$ cat src/rtl/stream_prefetch_buffer_pkg.sv
// Shared types and defaults for the stream prefetch buffer.
// The optional SB_STATS_EN build uses sat_inc16 for its lookup counters.
package lc3b_types;

   localparam int SB_DEPTH  = 4;
   localparam int SB_LINE_W = 128;

   typedef enum logic [1:0] {
      SB_IDLE  = 2'd0,
      SB_FETCH = 2'd1,
      SB_WAIT  = 2'd2,
      SB_DRAIN = 2'd3
   } sb_state_t;

   function automatic logic [15:0] sat_inc16(input logic [15:0] v);
      return (v == 16'hFFFF) ? v : v + 16'd1;
   endfunction

endpackage

$ cat src/rtl/stream_prefetch_buffer_fifo.sv
// Entry FIFO for the stream buffer: {adr, line} storage, head/tail pointers and count,
// plus an address probe across all valid entries for store invalidation.
module sb_fifo #(
   parameter int ADR_W  = 12,
   parameter int DATA_W = 128,
   parameter int DEPTH  = 4
) (
   input  logic                     clk,
   input  logic                     rst_n,
   input  logic                     flush,
   input  logic                     push,
   input  logic [ADR_W-1:0]         push_adr,
   input  logic [DATA_W-1:0]        push_data,
   input  logic                     pop,
   output logic [ADR_W-1:0]         head_adr,
   output logic [DATA_W-1:0]        head_data,
   output logic [$clog2(DEPTH):0]   count,
   input  logic [ADR_W-1:0]         cmp_adr,
   output logic                     cmp_hit
);

   localparam int PTR_W = $clog2(DEPTH);
   localparam int CNT_W = PTR_W + 1;
   localparam logic [CNT_W-1:0] DEPTH_C = CNT_W'(DEPTH);

   logic [ADR_W-1:0]  adr_mem_r  [DEPTH];
   logic [DATA_W-1:0] data_mem_r [DEPTH];
   logic [PTR_W-1:0]  head_r, tail_r, off_s;
   logic [CNT_W-1:0]  count_r;
   logic [DEPTH-1:0]  match_s;
   logic              push_ok_s, pop_ok_s;

   assign push_ok_s = push & (count_r != DEPTH_C);
   assign pop_ok_s  = pop & (count_r != {CNT_W{1'b0}});

   // Entry storage; contents are deliberately left unreset.
   always_ff @(posedge clk) begin
      if (push_ok_s) begin
         adr_mem_r[tail_r]  <= push_adr;
         data_mem_r[tail_r] <= push_data;
      end
   end

   // Pointers and occupancy; flush overrides any push/pop in the same cycle.
   always_ff @(posedge clk or negedge rst_n) begin
      if (!rst_n) begin
         head_r  <= {PTR_W{1'b0}};
         tail_r  <= {PTR_W{1'b0}};
         count_r <= {CNT_W{1'b0}};
      end else if (flush) begin
         head_r  <= {PTR_W{1'b0}};
         tail_r  <= {PTR_W{1'b0}};
         count_r <= {CNT_W{1'b0}};
      end else begin
         if (push_ok_s) tail_r <= tail_r + PTR_W'(1'b1);
         if (pop_ok_s)  head_r <= head_r + PTR_W'(1'b1);
         count_r <= count_r + {{PTR_W{1'b0}}, push_ok_s} - {{PTR_W{1'b0}}, pop_ok_s};
      end
   end

   // An entry is valid when its distance from head is below the count.
   always_comb begin
      off_s   = {PTR_W{1'b0}};
      match_s = {DEPTH{1'b0}};
      for (int i = 0; i < DEPTH; i++) begin
         off_s      = PTR_W'(i) - head_r;
         match_s[i] = ({1'b0, off_s} < count_r) && (adr_mem_r[i] == cmp_adr);
      end
   end

   assign cmp_hit   = |match_s;
   assign head_adr  = adr_mem_r[head_r];
   assign head_data = data_mem_r[head_r];
   assign count     = count_r;

endmodule

$ cat src/rtl/stream_prefetch_buffer.sv
// Sequential-line stream prefetch buffer: probes the head on cache misses and keeps
// fetching ahead. Define SB_STATS_EN to add saturating hit_cnt / miss_cnt outputs.
module stream_prefetch_buffer
   import lc3b_types::*;
#(
   parameter int ADDR_W = 12,
   parameter int LINE_W = SB_LINE_W,
   parameter int DEPTH  = SB_DEPTH
) (
   input  logic              clk,
   input  logic              rst_n,
   input  logic              lookup,
   input  logic [ADDR_W-1:0] lookup_adr,
   output logic              sb_hit,
   output logic [LINE_W-1:0] sb_rdata,
   input  logic              inv,
   input  logic [ADDR_W-1:0] inv_adr,
   output logic              pf_read,
   output logic [ADDR_W-1:0] pf_adr,
   input  logic              pf_resp,
   input  logic [LINE_W-1:0] pf_rdata,
   output logic              busy
`ifdef SB_STATS_EN
   ,
   output logic [15:0]       hit_cnt,
   output logic [15:0]       miss_cnt
`endif
);

   localparam int PTR_W = $clog2(DEPTH);
   localparam int CNT_W = PTR_W + 1;
   localparam logic [CNT_W-1:0] DEPTH_C = CNT_W'(DEPTH);
   localparam logic [ADDR_W-1:0] ADR_ONE = ADDR_W'(1'b1);

   sb_state_t         state_r, state_nxt_s;
   logic [ADDR_W-1:0] next_adr_r, next_adr_nxt_s;
   logic [ADDR_W-1:0] pf_adr_r, pf_adr_nxt_s;
   logic              pf_read_r, pf_read_nxt_s;
   logic              busy_r, busy_nxt_s;
   logic [CNT_W-1:0]  count_s, count_after_s;
   logic [ADDR_W-1:0] head_adr_s, flush_adr_s;
   logic [LINE_W-1:0] head_data_s;
   logic              hit_s, miss_s, inv_entry_hit_s, inv_hit_s, flush_s;
   logic              resp_s, push_s, pop_s;

   sb_fifo #(
      .ADR_W  (ADDR_W),
      .DATA_W (LINE_W),
      .DEPTH  (DEPTH)
   ) u_fifo (
      .clk       (clk),
      .rst_n     (rst_n),
      .flush     (flush_s),
      .push      (push_s),
      .push_adr  (pf_adr_r),
      .push_data (pf_rdata),
      .pop       (pop_s),
      .head_adr  (head_adr_s),
      .head_data (head_data_s),
      .count     (count_s),
      .cmp_adr   (inv_adr),
      .cmp_hit   (inv_entry_hit_s)
   );

   // Probe decode; a lookup miss outranks invalidation when choosing the restart address.
   always_comb begin
      hit_s         = lookup & (count_s != {CNT_W{1'b0}}) & (head_adr_s == lookup_adr);
      miss_s        = lookup & ~hit_s;
      inv_hit_s     = inv & (inv_entry_hit_s | (pf_read_r & (pf_adr_r == inv_adr)));
      flush_s       = miss_s | inv_hit_s;
      flush_adr_s   = miss_s ? lookup_adr : inv_adr;
      resp_s        = pf_resp & ((state_r == SB_FETCH) | (state_r == SB_WAIT));
      pop_s         = hit_s & ~flush_s;
      push_s        = resp_s & ~flush_s & (count_s != DEPTH_C);
      count_after_s = count_s + {{PTR_W{1'b0}}, push_s} - {{PTR_W{1'b0}}, pop_s};
   end

   // State, stream address and registered request outputs.
   always_ff @(posedge clk or negedge rst_n) begin
      if (!rst_n) begin
         state_r    <= SB_IDLE;
         next_adr_r <= {ADDR_W{1'b0}};
         pf_adr_r   <= {ADDR_W{1'b0}};
         pf_read_r  <= 1'b0;
         busy_r     <= 1'b0;
      end else begin
         state_r    <= state_nxt_s;
         next_adr_r <= next_adr_nxt_s;
         pf_adr_r   <= pf_adr_nxt_s;
         pf_read_r  <= pf_read_nxt_s;
         busy_r     <= busy_nxt_s;
      end
   end

   // Next state; a flush with a request in flight must drain the stale response.
   always_comb begin
      state_nxt_s    = state_r;
      next_adr_nxt_s = next_adr_r;
      case (state_r)
         SB_IDLE: begin
            if (flush_s) begin
               state_nxt_s    = SB_FETCH;
               next_adr_nxt_s = flush_adr_s + ADR_ONE;
            end else if (pop_s) begin
               state_nxt_s = SB_FETCH;
            end else begin
               state_nxt_s = SB_IDLE;
            end
         end
         SB_FETCH, SB_WAIT: begin
            if (flush_s) begin
               next_adr_nxt_s = flush_adr_s + ADR_ONE;
               state_nxt_s    = pf_resp ? SB_FETCH : SB_DRAIN;
            end else if (resp_s) begin
               next_adr_nxt_s = next_adr_r + ADR_ONE;
               state_nxt_s    = (count_after_s < DEPTH_C) ? SB_FETCH : SB_IDLE;
            end else begin
               state_nxt_s = SB_WAIT;
            end
         end
         SB_DRAIN: begin
            next_adr_nxt_s = flush_s ? (flush_adr_s + ADR_ONE) : next_adr_r;
            state_nxt_s    = pf_resp ? SB_FETCH : SB_DRAIN;
         end
         default: begin
            state_nxt_s = SB_IDLE;
         end
      endcase
   end

   // Output decode of the next state; WAIT and DRAIN hold the issued address.
   always_comb begin
      pf_read_nxt_s = (state_nxt_s == SB_FETCH) | (state_nxt_s == SB_WAIT) |
                      (state_nxt_s == SB_DRAIN);
      busy_nxt_s    = pf_read_nxt_s;
      case (state_nxt_s)
         SB_FETCH: pf_adr_nxt_s = next_adr_nxt_s;
         SB_IDLE:  pf_adr_nxt_s = {ADDR_W{1'b0}};
         default:  pf_adr_nxt_s = pf_adr_r;
      endcase
   end

   assign sb_hit   = hit_s;
   assign sb_rdata = head_data_s;
   assign pf_read  = pf_read_r;
   assign pf_adr   = pf_adr_r;
   assign busy     = busy_r;

`ifdef SB_STATS_EN
   logic [15:0] hit_cnt_r, miss_cnt_r;

   // Saturating lookup statistics.
   always_ff @(posedge clk or negedge rst_n) begin
      if (!rst_n) begin
         hit_cnt_r  <= 16'd0;
         miss_cnt_r <= 16'd0;
      end else begin
         if (hit_s)  hit_cnt_r  <= sat_inc16(hit_cnt_r);
         if (miss_s) miss_cnt_r <= sat_inc16(miss_cnt_r);
      end
   end

   assign hit_cnt  = hit_cnt_r;
   assign miss_cnt = miss_cnt_r;
`endif

endmodule

$ cat config.mk
export PLATFORM = sky130hd
export DESIGN_NAME = stream_prefetch_buffer
export DESIGN_NICKNAME = d
export VERILOG_FILES = /design/src/rtl/stream_prefetch_buffer_pkg.sv /design/src/rtl/stream_prefetch_buffer_fifo.sv /design/src/rtl/stream_prefetch_buffer.sv
export SDC_FILE = /design/constraint.sdc
export NUM_CORES = 1
export LEC_CHECK = 0
export CORE_MARGIN = 1.5
export CORE_UTILIZATION = 46
export CTS_CLUSTER_SIZE = 24
export DETAILED_ROUTE_END_ITERATION = 8
export GPL_TIMING_DRIVEN = 0
export PLACE_DENSITY = 0.68
export SLEW_MARGIN = 20
export SYNTH_ARGS = -nofsm -noshare
export SYNTH_HDL_FRONTEND = slang
export SYNTH_SLANG_ARGS = --single-unit
$ cat constraint.sdc
create_clock -name clk -period 6.6 [get_ports clk]
set_input_delay 1.32 -clock clk [delete_from_list [all_inputs] [get_ports clk]]
set_output_delay 1.32 -clock clk [all_outputs]
set_load 0.01 [all_outputs]
==> results.txt, run 1 <==
Top Usage Layer GRT: met2
complex-gate fraction of the synthesized area: 1.354%
Final min period: 6.200 ns
drt wl/cell: 23.20 um
core area: 50,170 sq um
IO buf count: 286
WP depth: 25
final total power: 9.394 mW
Seq/Total Area, Yosys: 75.56%
Yosys reg bits: 594
WHS: 0.5824 ns
Yosys top cell area share: 71.93%
Inst Count DP: 2,073
Non-Filler Instances: 2,189
Buf/Inv on CP: 8
CP max stage cell: o41ai_2
die width: 228.4 um
Async SR Flop Fraction: 5.724%
Max Fclk: 161.3 MHz
CP peak stage delay: 0.55 ns
final design utilization: 58.61%
Vias/cell: 5.352
leakage dissipation: 9.498 nW
CP Max Fanout: 10
met3 Track Usage GR: 6.400%
worst slew pin tran: 0.9987 ns
Routed Antenna Nets: 0
Tcrit/Tclk final: 93.93%
Vias: 11,720
share of cells above drive strength 1: 18.04%
pwr dens: 319.5 nW/um^2
Worst Clk Skew: 0.01681 ns
Worst setup endpoint: pf_adr[8]$_DFFE_PN0P_
Slew Limit Fails: 0
Worst path top cell family by delay: buffers and inverters
Die ar.: 52,190 sq um
most common cell in the synthesized netlist: edfxtp_1
vias in the first global route: 12,490
Residual DRC: 0
slack of the worst reg-to-reg path: 0.40 ns
Yosys top cell by area: edfxtp_1
Req. time, crit path: 7.14 ns
Area Overhead vs Synth: 25.77%
Cell variety after synth: 55
Synth Area in Adders: 0.9419%
chip height: 228.4 um
Yosys Warn Count: 0
Syn Nets: 1,276
first-pass GRT wire length: 76,620 um
clk slew on worst S/H paths: 0.06 ns
Hold Fails Final Rpt: 0
mux cell area share after synthesis: 14.27%
total CTS buffers: 60
synthesized instance count: 1,102
Total Routing Usage GR: 19.59%
ranking of synthesized cells by area: edfxtp_1, mux4_2, dfrtp_1
max-cap violations: 0
nets@finish: 1,637
Overflow after GRT: 0
Top FF cell, synth: edfxtp_1
CTS Sinks: 594
Mapped Avg Cell Area: 21.22 sq um
RSZ-0062 raised after global routing: false
post-synthesis simple-gate area fraction: 2.772%
DRT Pass-1 Iters: 6
RR Endpoint: pf_adr[8]$_DFFE_PN0P_
clock root cell: clkbuf_16
max_slew headroom: 32.91%
global-route met1 utilization: 25.39%
VDD IR max: 0.2718 mV
commonest cells in the netlist: edfxtp_1, mux4_2, xor2_1
status: completed
Initial Utilization: 46.60%
crit end category: flop
Setup Crit Path Kind: flop to flop
H-Tree Depth: 2
GP Congestion: 0.8687
Rows: 82
Setup violations, final: 0
largest net degree at the start of global routing: 46
Routed Wire Length: 50,780 um
met2 Resource Use GR: 31.64%
initial antenna violation count: 10
Arr. time, crit path: 6.74 ns
Max clock buf depth: 3
1st-iter DRT viols: 772
Post-Synth XOR/XNOR Area: 3.896%
CP dominant cell by count: buf_2
r2r worst-path depth: 25
Worst setup startpoint: u_fifo.head_r[1]$_DFFE_PN0P_
EDFF count, synth: 560
Min-Delay Path Class: primary input to asynchronous set/reset pin
Cell Area, Synth: 23,380 sq um
largest family of logic cells by synthesized area: multiplexers
Detailed Place HPWL: 33,540 um
R2R Path Start: u_fifo.head_r[1]$_DFFE_PN0P_
CTS tree: built
num ports: 300
startpoint type of the worst setup path: flop
clk_lat worst skew: 0.61 ns
## area by class of cell
class	instances	area (sq um)
Fill cell	3644	20760
Sequential cell	594	17670
Multi-Input combinational cell	442	5449
Timing Repair Buffer	299	3208
Clock buffer	78	1609
Tap cell	672	840.8
Clock inverter	34	334.1
Buffer	53	239.0
Inverter	13	48.80
Antenna cell	4	10.01
## through the flow
step                       TNS, ns  worst slack, ns  area, sq um
after floorplan                  0            1.174        23380
after global placement    -1010.42           -1.827        27090
after detailed placement    -1.856          -0.1930        27440
after CTS                        0           0.1416        29390
after global routing             0          0.02253        29400
final                            0           0.4003        29410
## report_power, final
part,switching [mW],internal (mW)
registers,0.157,4.51
clock network,1.37,1.95
logic,0.698,0.701
## flip-flops by register name, summed over array words and instances, names as in the netlist
register           cells
u_fifo.count           3
u_fifo.tail_r          2
u_fifo.head_r          2
pf_adr                12
u_fifo.adr_mem_r      48
next_adr_r            12
state_r                2
busy                   1
u_fifo.data_mem_r    512
## what timing repair did
action,CTS,global route
setup endpoints to repair,11,11
setup buffers,0,0
pin swaps,0,0
resized for setup,1,4
hold buffers,0,0
## how the worst min path moves through the flow
stage	slack, ns	cells after the start	start	to
4_1_cts	0.55	1	rst_n	pf_adr[7]$_DFFE_PN0P_
5_1_grt	0.58	1	rst_n	pf_adr[7]$_DFFE_PN0P_
2_1_floorplan	0.54	2	u_fifo.tail_r[1]$_DFFE_PN0P_	u_fifo.tail_r[1]$_DFFE_PN0P_
6_report	0.58	1	rst_n	next_adr_r[10]$_DFF_PN0_
3_5_place_dp	0.59	2	u_fifo.tail_r[1]$_DFFE_PN0P_	u_fifo.tail_r[1]$_DFFE_PN0P_
3_3_place_gp	0.57	2	u_fifo.tail_r[1]$_DFFE_PN0P_	u_fifo.tail_r[1]$_DFFE_PN0P_
## cell families (layout without fill, tap and decap cells)
logic type               count (synthesis)  in the layout
AO/OA/AOI/OAI                           44             44
flip-flops                             594            594
other                                    0              4
AND/OR/NAND/NOR                        117            117
buffers and inverters                   66            477
XOR/XNOR                               104            104
adder cells (fa/ha/maj)                 17             17
multiplexers                           160            160
## layout by cell type (no fill, tap or decap), types with 11 or more instances in the layout
| master | instances |
|---|---|
| a22o_1 | 11 |
| buf_1 | 14 |
| buf_16 | 12 |
| clkbuf_1 | 38 |
| clkbuf_16 | 60 |
| clkdlybuf4s50_1 | 285 |
| clkinv_2 | 14 |
| dfrtp_1 | 34 |
| edfxtp_1 | 560 |
| ha_1 | 16 |
| inv_1 | 12 |
| mux2i_1 | 16 |
| mux4_2 | 138 |
| nand2_1 | 21 |
| nand3_1 | 19 |
| nand4_1 | 11 |
| nor2_1 | 15 |
| xnor2_1 | 48 |
| xor2_1 | 56 |
## per-layer routing
| metal | vias up | share of wire [%] |
|---|---|---|
| li1 | 5249 | - |
| met1 | 6043 | 41 |
| met2 | 313 | 49 |
| met3 | 96 | 7.7 |
| met4 | 14 | 2.6 |
| met5 | - | 0.19 |
Power figures use the tool's default switching activity.
==> inputs of run 2 (changes only) <==
--- a/config.mk
+++ b/config.mk
@@ -5,11 +5,13 @@
 export SDC_FILE = /design/constraint.sdc
 export NUM_CORES = 1
 export LEC_CHECK = 0
+export CORE_ASPECT_RATIO = 2
 export CORE_MARGIN = 1.5
 export CORE_UTILIZATION = 46
 export CTS_CLUSTER_SIZE = 24
 export DETAILED_ROUTE_END_ITERATION = 8
 export GPL_TIMING_DRIVEN = 0
+export MAX_ROUTING_LAYER = met4
 export PLACE_DENSITY = 0.68
 export SLEW_MARGIN = 20
 export SYNTH_ARGS = -nofsm -noshare
==> results.txt, run 2 (synthesis results as in run 1) <==
Routed Wire Length: 54,030 um
Inst Count DP: 2,050
crit end category: flop
# fillers: 3,691
max-cap violations: 0
initial antenna violation count: 3
CTS tree: built
slack of the worst reg-to-reg path: 0.53 ns
pwr dens: 314.0 nW/um^2
cell-internal power: 6.961 mW
combinational power share: 15.5%
Min-Delay Path Class: primary input to asynchronous set/reset pin
Max Fclk: 164.6 MHz
total CTS buffers: 50
Seq pwr share: 51.2%
WHS: 0.5519 ns
share of cells above drive strength 1: 17.20%
Clk pwr share: 33.3%
Buf/Inv on CP: 8
status: completed
clk_lat worst skew: 0.59 ns
Hold Fails Final Rpt: 0
core area: 50,070 sq um
Arr. time, crit path: 6.59 ns
VDD IR max: 0.4262 mV
switching pwr: 2.180 mW
Total Routing Usage GR: 21.64%
nets@finish: 1,628
CP Max Fanout: 10
die width: 162.4 um
Req. time, crit path: 7.11 ns
1st-iter DRT viols: 710
Tcrit/Tclk final: 92.02%
Initial Utilization: 46.69%
Die ar.: 52,270 sq um
Setup TNS: 0 ns
largest registers: u_fifo.data_mem_r (512), u_fifo.adr_mem_r (48)
num ports: 300
Residual DRC: 0
clk slew on worst S/H paths: 0.06 ns
Routed Antenna Nets: 0
Slew Limit Fails: 0
first-pass GRT wire length: 79,700 um
R2R Path Start: u_fifo.head_r[1]$_DFFE_PN0P_
RSZ-0062 raised after global routing: false
Vias/cell: 5.499
RR Endpoint: pf_adr[10]$_DFFE_PN0P_
Non-Filler Instances: 2,147
hold buffers post-CTS: 0
CP max stage cell: o41ai_2
r2r worst-path depth: 25
Setup Crit Path Kind: flop to flop
H-Tree Depth: 2
vias in the first global route: 12,860
GP Congestion: 0.9363
FF/Latch Area: 17,670 sq um
Worst path top cell family by delay: buffers and inverters
leakage dissipation: 9.339 nW
Sw Ratio: 23.85%
Final min period: 6.074 ns
final total power: 9.141 mW
Multi-input gate area: 5454 sq um
Largest Register: u_fifo.data_mem_r
Detailed Place HPWL: 37,850 um
max_slew headroom: 34.65%
Placed Area: 27,380 sq um
post-route design area: 29,110 sq um
Worst Clk Skew: 0.02969 ns
Rows: 116
number of flip-flops in the largest register: 512
startpoint type of the worst setup path: flop
worst slew pin tran: 0.9803 ns
Vias: 11,810
Area Overhead vs Synth: 24.52%
IO buf count: 286
chip height: 321.8 um
drt wl/cell: 25.17 um
CTS Sinks: 594
clock root cell: clkbuf_16
DRT Pass-1 Iters: 7
most frequent cells in the layout: edfxtp_1, clkdlybuf4s50_1, mux4_2, xor2_1, clkbuf_16
Setup violations, final: 0
commonest non-fill, non-tap cell in the layout: edfxtp_1
CP peak stage delay: 0.43 ns
CP dominant cell by count: buf_2
largest net degree at the start of global routing: 45
Max clock buf depth: 3
Overflow after GRT: 0
-- run 2: cell types whose count changed in the layout (fill, tap and decap cells not counted), moves of 2 or more --
cell,change
clkinv_2,-10
clkbuf_8,-4
clkinv_1,+2
buf_16,-4
clkinvlp_4,+3
bufinv_16,+3
clkbuf_1,-4
clkbuf_16,-10
buf_12,+4
-- run 2: metrics by stage --
| step | setup slack (ns) | util (%) |
|---|---|---|
| 6_report | 0.5264 | 58.14 |
| 5_1_grt | 0.1499 | 58.13 |
| 4_1_cts | 0.2025 | 58.08 |
| 3_5_place_dp | -0.3444 | 54.68 |
| 3_3_place_gp | -1.802 | 54.04 |
| 2_1_floorplan | 1.174 | - |
-- run 2: per-layer routing --
layer / part of all wire [%] / vias to the layer above / global-route usage (%)
met4: 4.0 / 0 / 9.501
met2: 57 / 389 / 39.81
met5: 0 / - / -
met3: 5.4 / 101 / 4.198
met1: 34 / 6118 / 21.99
li1: - / 5199 / -
-- run 2: final cells by class --
| cell class | count | area share (%) |
|---|---|---|
| plain buffers | 53 | 0.8295 |
| diodes | 4 | 0.03438 |
| inverters | 13 | 0.1676 |
| repair buffers | 300 | 10.94 |
| clock inverters | 32 | 1.388 |
| multi-input cells | 442 | 18.73 |
| flip-flops and latches | 594 | 60.69 |
| well taps | 649 | 2.789 |
| clock buffers | 60 | 4.427 |
-- run 2: worst max path at each step --
stage,depth (start not counted),from,slack [ns],to
6_report,25,u_fifo.head_r[1]$_DFFE_PN0P_,0.53,pf_adr[10]$_DFFE_PN0P_
5_1_grt,26,u_fifo.head_r[0]$_DFFE_PN0P_,0.15,pf_adr[10]$_DFFE_PN0P_
4_1_cts,24,u_fifo.head_r[1]$_DFFE_PN0P_,0.20,pf_adr[1]$_DFFE_PN0P_
3_5_place_dp,25,u_fifo.head_r[1]$_DFFE_PN0P_,-0.34,pf_adr[1]$_DFFE_PN0P_
3_3_place_gp,14,u_fifo.head_r[1]$_DFFE_PN0P_,-1.80,u_fifo.data_mem_r[3][85]$_DFFE_PP_
2_1_floorplan,10,inv_adr[7],1.17,u_fifo.adr_mem_r[0][0]$_DFFE_PP_
-- run 2: worst reg2reg max path: stages (launching register included) --
cell	delay (ns)
dfrtp_1	0.35
buf_2	0.32
buf_2	0.41
clkbuf_2	0.36
xor2_1	0.22
inv_1	0.06
ha_1	0.27
a21oi_1	0.06
o21ai_0	0.26
nor3_1	0.11
o41ai_2	0.43
buf_2	0.38
buf_2	0.33
and2_1	0.17
ha_1	0.14
inv_1	0.04
ha_1	0.25
nor2b_1	0.15
a211oi_1	0.22
a21oi_1	0.07
o21a_1	0.20
a21oi_1	0.15
o2bb2ai_1	0.38
nor2b_1	0.25
buf_2	0.27
a22o_1	0.17
-- run 2: power by group through the flow --
stage	clock (mW)	sequential (mW)	combinational (mW)
after global placement	0	4.78	1.36
after detailed placement	0	4.76	1.43
after CTS	3.11	4.68	1.44
after floorplan	0	4.73	0.667
after global routing	3.24	4.71	1.52
final	3.04	4.68	1.42
-- run 2: repair_timing --
action,CTS,global route
endpoints found under the setup margin,12,11
pin swaps,0,1
resized for setup,2,4
buffers inserted,0,1
